[config.mk]
export PLATFORM = sky130hd
export DESIGN_NAME = axis_wrr_arbiter
export DESIGN_NICKNAME = d
export VERILOG_FILES = /design/src/rtl/axis_pkg.sv /design/src/rtl/axis_wrr_arbiter_rr_select.sv /design/src/rtl/axis_wrr_arbiter.sv
export SDC_FILE = /design/constraint.sdc
export NUM_CORES = 1
export LEC_CHECK = 0
export BUFFER_PORTS_ARGS = -buffer_cell sky130_fd_sc_hd__buf_2
export CORE_MARGIN = 2
export CORE_UTILIZATION = 45
export DETAILED_ROUTE_END_ITERATION = 8
export HOLD_SLACK_MARGIN = 0.03
export PLACE_DENSITY = 0.87
export SLEW_MARGIN = 30
export SYNTH_ARGS = -nofsm -noshare
export SYNTH_HDL_FRONTEND = slang
export SYNTH_HIERARCHICAL = 1
export SYNTH_SLANG_ARGS = --single-unit
[constraint.sdc]
create_clock -name clk -period 3.19 [get_ports clk]
set_input_delay 0.1595 -clock clk [delete_from_list [all_inputs] [get_ports clk]]
set_output_delay 0.1595 -clock clk [all_outputs]
set_load 0.01 [all_outputs]
[src/rtl/axis_pkg.sv]
// Shared types and helpers for the weighted round-robin AXI-Stream arbiter.
package axis_pkg;

  typedef enum logic [1:0] {
    IDLE   = 2'd0,
    STREAM = 2'd1,
    HOLD   = 2'd2
  } wrr_state_t;

  // Port-index width; a single port still needs one bit of index.
  function automatic int idx_w(input int n);
    return (n > 1) ? $clog2(n) : 1;
  endfunction

  localparam int PORT_NB_DEF = 4;
  localparam int IDX_W_DEF   = idx_w(PORT_NB_DEF);

endpackage

[src/rtl/axis_wrr_arbiter_rr_select.sv]
// Rotating-priority search: first requester strictly after ptr, wrapping around.
module rr_select
  import axis_pkg::*;
#(
  parameter int PORT_NB = 4,
  parameter int IDX_W   = idx_w(PORT_NB)
) (
  input  logic [PORT_NB-1:0] req,
  input  logic [IDX_W-1:0]   ptr,
  output logic [PORT_NB-1:0] grant,
  output logic [IDX_W-1:0]   index,
  output logic               any
);

  always_comb begin
    grant = '0;
    index = '0;
    any   = 1'b0;
    for (int k = 1; k <= PORT_NB; k++) begin
      logic [IDX_W-1:0] cand;
      cand = IDX_W'((int'(ptr) + k) % PORT_NB);
      if (!any && req[cand]) begin
        any         = 1'b1;
        grant[cand] = 1'b1;
        index       = cand;
      end
    end
  end

endmodule

[src/rtl/axis_wrr_arbiter.sv]
// Packet-granular weighted round-robin arbiter: PORT_NB AXI-Stream slaves into
// one registered master, each grant serving up to cfg_weight packets.
module axis_wrr_arbiter
  import axis_pkg::*;
#(
  parameter int AXIS_DWIDTH = 8,
  parameter int PORT_NB     = 4,
  parameter int WEIGHT_W    = 4
) (
  input  logic                           clk,
  input  logic                           rst,
  input  logic [PORT_NB*WEIGHT_W-1:0]    cfg_weight,
  input  logic [PORT_NB*AXIS_DWIDTH-1:0] s_tdata,
  input  logic [PORT_NB-1:0]             s_tlast,
  input  logic [PORT_NB-1:0]             s_tvalid,
  output logic [PORT_NB-1:0]             s_tready,
  output logic [AXIS_DWIDTH-1:0]         m_tdata,
  output logic                           m_tlast,
  output logic                           m_tvalid,
  input  logic                           m_tready,
  output logic [$clog2(PORT_NB)-1:0]     m_tid,
  output logic                           busy
);

  localparam int IDX_W = idx_w(PORT_NB);

  wrr_state_t            state;
  logic [IDX_W-1:0]      grant;
  logic [PORT_NB-1:0]    grant_oh;
  logic [IDX_W-1:0]      ptr;
  logic [WEIGHT_W-1:0]   credit;

  logic [PORT_NB-1:0]    sel_oh;
  logic [IDX_W-1:0]      sel_idx;
  logic                  sel_any;
  logic [WEIGHT_W-1:0]   sel_w;

  logic [AXIS_DWIDTH-1:0] g_data;
  logic                   g_last;
  logic                   g_valid;
  logic                   m_active;
  logic                   accept;

  // A zero weight still earns one packet per turn.
  function automatic logic [WEIGHT_W-1:0] turn_credit(input logic [WEIGHT_W-1:0] w);
    return (w == '0) ? WEIGHT_W'(1) : w;
  endfunction

  rr_select #(
    .PORT_NB (PORT_NB),
    .IDX_W   (IDX_W)
  ) u_rr_select (
    .req   (s_tvalid),
    .ptr   (ptr),
    .grant (sel_oh),
    .index (sel_idx),
    .any   (sel_any)
  );

  always_comb begin
    sel_w   = '0;
    g_data  = '0;
    g_last  = 1'b0;
    g_valid = 1'b0;
    for (int i = 0; i < PORT_NB; i++) begin
      if (sel_idx == IDX_W'(i)) sel_w = cfg_weight[i*WEIGHT_W +: WEIGHT_W];
      if (grant == IDX_W'(i)) begin
        g_data  = s_tdata[i*AXIS_DWIDTH +: AXIS_DWIDTH];
        g_last  = s_tlast[i];
        g_valid = s_tvalid[i];
      end
    end
  end

  assign m_active = ~m_tvalid | m_tready;
  assign s_tready = (state == STREAM) ? (grant_oh & {PORT_NB{m_active}}) : '0;
  assign accept   = (state == STREAM) & g_valid & m_active;
  assign busy     = (state != IDLE);

  // Stage p0: grant / credit control. Grant only moves in IDLE, so a packet
  // in flight is never cut regardless of other requests or master stalls.
  always_ff @(posedge clk) begin
    if (rst) begin
      state    <= IDLE;
      grant    <= '0;
      grant_oh <= '0;
      credit   <= '0;
      ptr      <= IDX_W'(PORT_NB - 1);
    end else begin
      case (state)
        IDLE: begin
          if (sel_any) begin
            grant    <= sel_idx;
            grant_oh <= sel_oh;
            ptr      <= sel_idx;
            credit   <= turn_credit(sel_w);
            state    <= STREAM;
          end
        end
        STREAM: begin
          if (accept && g_last) begin
            if (credit == WEIGHT_W'(1)) begin
              state <= IDLE;
            end else begin
              credit <= credit - WEIGHT_W'(1);
              state  <= HOLD;
            end
          end
        end
        HOLD:    state <= g_valid ? STREAM : IDLE;
        default: state <= IDLE;
      endcase
    end
  end

  // Stage p1: master output register; holds while the master stalls.
  always_ff @(posedge clk) begin
    if (rst) begin
      m_tvalid <= 1'b0;
      m_tlast  <= 1'b0;
      m_tdata  <= '0;
      m_tid    <= '0;
    end else if (accept) begin
      m_tvalid <= 1'b1;
      m_tlast  <= g_last;
      m_tdata  <= g_data;
      m_tid    <= grant;
    end else if (m_tready) begin
      m_tvalid <= 1'b0;
      m_tlast  <= 1'b0;
    end
  end

endmodule

==> impl_metrics.toml <==
[outcome]
status = "complete, no violations"

[critical_path]
critPathKind = "register to register"
path_common_cell = "a21oi_1"
r2r-end = "credit[0]"
endpoint_kind = "register"
critPathArrivalTime_ns = 3.13
r2r_slack_ns = 0.26
worstPathMaxFanout = 11
crit_path_start_kind = "register"
r2r_start = "ptr[0]"
crit_required_ns = 3.39
crit_slowest_cell = "mux4_2"
r2r_cells = 11
worstPathCellList = "inv_1 > ha_1 > a21oi_1 > a211oi_1 > a311o_1 > a221oi_1 > buf_4 > mux4_2 > nor3_1 > o21ai_0 > a21oi_1"
cpPeakStageDelay_ns = 0.52

[global_routing]
antenna_found_initial = 0
grt_overflow = 0
track_usage_pct = 21.3
grt_pass1_vias = 1903
grt_pass1_wl_um = 8800
grt_start_max_net_pins = 29

[cts]
path_clk_slew_ns = 0.09
cts_tree = "done"
clock_sinks = 26
worstSkewPairLatency_ns = 0.27
h-tree-depth = 1
clk_path_buf_depth = 2
cts_buffers = 3
cts_hold_buf = 0
root_buffer = "clkbuf_8"
post_cts_buffers = 0
post_cts_resized = 0

[worst_hold_path]
hold_path_class = "input port to register"
holdPathEnd = "m_tlast"
min-delay-start = "m_tready"
min_path_cells = 3

[die]
die_h_um = 72.0
die_area_mm2 = 0.00519
core_mm2 = 0.00441
die_x_um = 72.0
start_util_pct = 47.2
rows = 24
io_pins = 76

[detailed_routing]
final_antenna_net_count = 0
routed_wl_um = 5480
wl_per_cell_um = 15.5
vias_per_cell = 5.88
vias = 2075
drc_errors = 0
drt_iter0_markers = 115
dr.pass1.iters = 5

[timing]
setup_viol = 0
period_needed_ns = 2.93
max_freq_mhz = 342
worst_pin_slew_ns = 0.791
fin_crit_sh_pct = 91.8
rsz0062_at_grt = "no"
relSlewSlack_pct = 47.0
fin_tns_setup_ns = 0
finalClockSkew_ns = 0.00366
finalMaxSlewViolations = 0
hold_viol = 0

[placed_design]
hpwl_um = 4320
io_buffers = 75
gp_congestion = 1.02

[cells_and_area]
nFillCells = 405
syn_to_final_growth_pct = 20.7
n_antenna_cell = 0
most-common-layout-cells = "buf_2, nand2_1, dfxtp_1"
register_area_um2 = 522
layout-drive-gt1-share_pct = 34.6
fin_nets = 371
multi_input_area_mm2 = 0.00141
mostFrequentLayoutCell = "buf_2"

[power_and_ir_drop]
finalPower_mw = 1.23
p_seq_share_pct = 33.4
p_int_mw = 0.763
clkPwrFrac_pct = 17.3
powerDensity_mw_per_mm2 = 489
peakVddDrop_uv = 211
swShare_pct = 37.9
p_leak_nw = 1.19
p_sw_mw = 0.465
power_frac_comb_pct = 49.2

[logic_synthesis]
syn-cell-area_mm2 = 0.00208
yosysUniqueCellTypes = 42
yosysWarnings = 6
synth-seq-area-share_pct = 25.0
syn_avg_cell_area_um2 = 8.90
ys_ff_latch = 26
synthCells = 234
syn_nets = 303

[job]
maxCapViolCount = 0
-- through the flow --
stage               setup slack [ns]  instance area [µm²]  instances  hold WS, ns  util (%)
finish                         0.262                 2510        353        0.167      56.9
global route                  0.0627                 2510        353        0.189      56.9
CTS                            0.256                 2510        353        0.164      56.9
detailed placement             0.272                 2460        349        0.448      55.7
global placement               0.382                 2460        349        0.439      55.7
floorplan                     0.0453                 2090        234        0.346         -
-- cell type report --
type	instances	share of cell area, %
timing repair buffer	80	16.4
sequential	26	20.8
inverter	12	1.79
clock buffer	4	2.19
multi-input combinational	179	56.2
tap	52	2.59
-- worst max-delay path: cells and delay by family (launching register included) --
family | cells | cell delay (ns)
DFF | 1 | 0.33
adders and majority gates | 1 | 0.44
and+or+nand+nor | 1 | 0.18
buffers and inverters | 2 | 0.28
muxes | 1 | 0.52
AOI/OAI and AO/OA | 6 | 1.11
-- synth_stat cells --
master,instances,area (µm²)
a2111o_1,4,45.0
a211o_1,1,8.76
a211oi_1,4,30.0
a21o_1,1,7.51
a21oi_1,16,80.1
a221oi_1,1,8.76
a311o_1,1,10.0
a31oi_1,6,37.5
and2_0,1,6.26
and2_1,8,50.1
and2b_1,1,7.51
buf_2,4,20.0
buf_4,1,7.51
buf_6,4,45.0
clkbuf_1,7,26.3
clkbuf_2,1,5.00
dfxtp_1,26,521
ha_1,10,125
inv_1,12,45.0
mux2_2,1,11.3
mux2i_1,14,140
mux4_2,16,360
nand2_1,29,109
nand2b_1,4,25.0
nand3_1,1,5.00
nand3b_1,3,22.5
nand4_1,6,37.5
nor2_1,21,78.8
nor2b_1,2,12.5
nor3_1,3,15.0
nor3b_1,2,15.0
nor4bb_1,1,10.0
o211a_1,1,10.0
o21ai_0,6,30.0
o21ai_2,1,8.76
o221ai_1,1,8.76
o2bb2ai_1,1,8.76
o311ai_0,1,8.76
o31ai_1,5,37.5
or3_1,4,25.0
or3b_2,1,8.76
or4_1,1,7.51
-- state kept, by name, summed over array words and instances (netlist names) --
signal and cells:
m_tlast 1, state 2, m_tid 2, grant_oh 4
m_tvalid 1, credit 4, grant 2, m_tdata 8
ptr 2
-- worst max path at each step --
stage                start  slack [ns]         to  depth (start not counted)
global placement    ptr[0]        0.38  credit[0]                         11
floorplan           ptr[0]        0.05  credit[0]                         14
global route        ptr[0]        0.06  credit[0]                         11
finish              ptr[0]        0.26  credit[0]                         11
CTS                 ptr[0]        0.26  credit[0]                         11
detailed placement  ptr[0]        0.27  credit[0]                         11
-- kinds of logic (layout without fill, tap and decap cells) --
logic type	count (synthesis)	count (layout)	synth area share, %
flip-flops	26	26	25.0
multiplexers	31	31	24.6
AO/OA/AOI/OAI	50	50	16.3
buffers and inverters	29	96	7.15
AND/OR/NAND/NOR	88	88	20.9
adder cells (fa/ha/maj)	10	10	6.01
-- layer usage --
metal | global-route usage (%) | vias up | wire length (µm)
met1 | 27.8 | 975 | 2220
met4 | 5.87 | 0 | 63
li1 | - | 998 | -
met2 | 36.3 | 95 | 2750
met3 | 4.03 | 7 | 453
met5 | 0 | - | 0
-- power by group through the flow --
stage | clock, mW | sequential (mW) | combinational (mW)
finish | 0.213 | 0.411 | 0.604
global route | 0.229 | 0.419 | 0.660
CTS | 0.216 | 0.410 | 0.602
detailed placement | 0 | 0.418 | 0.597
global placement | 0 | 0.414 | 0.581
floorplan | 0 | 0.419 | 0.453
Power figures use the tool's default switching activity.
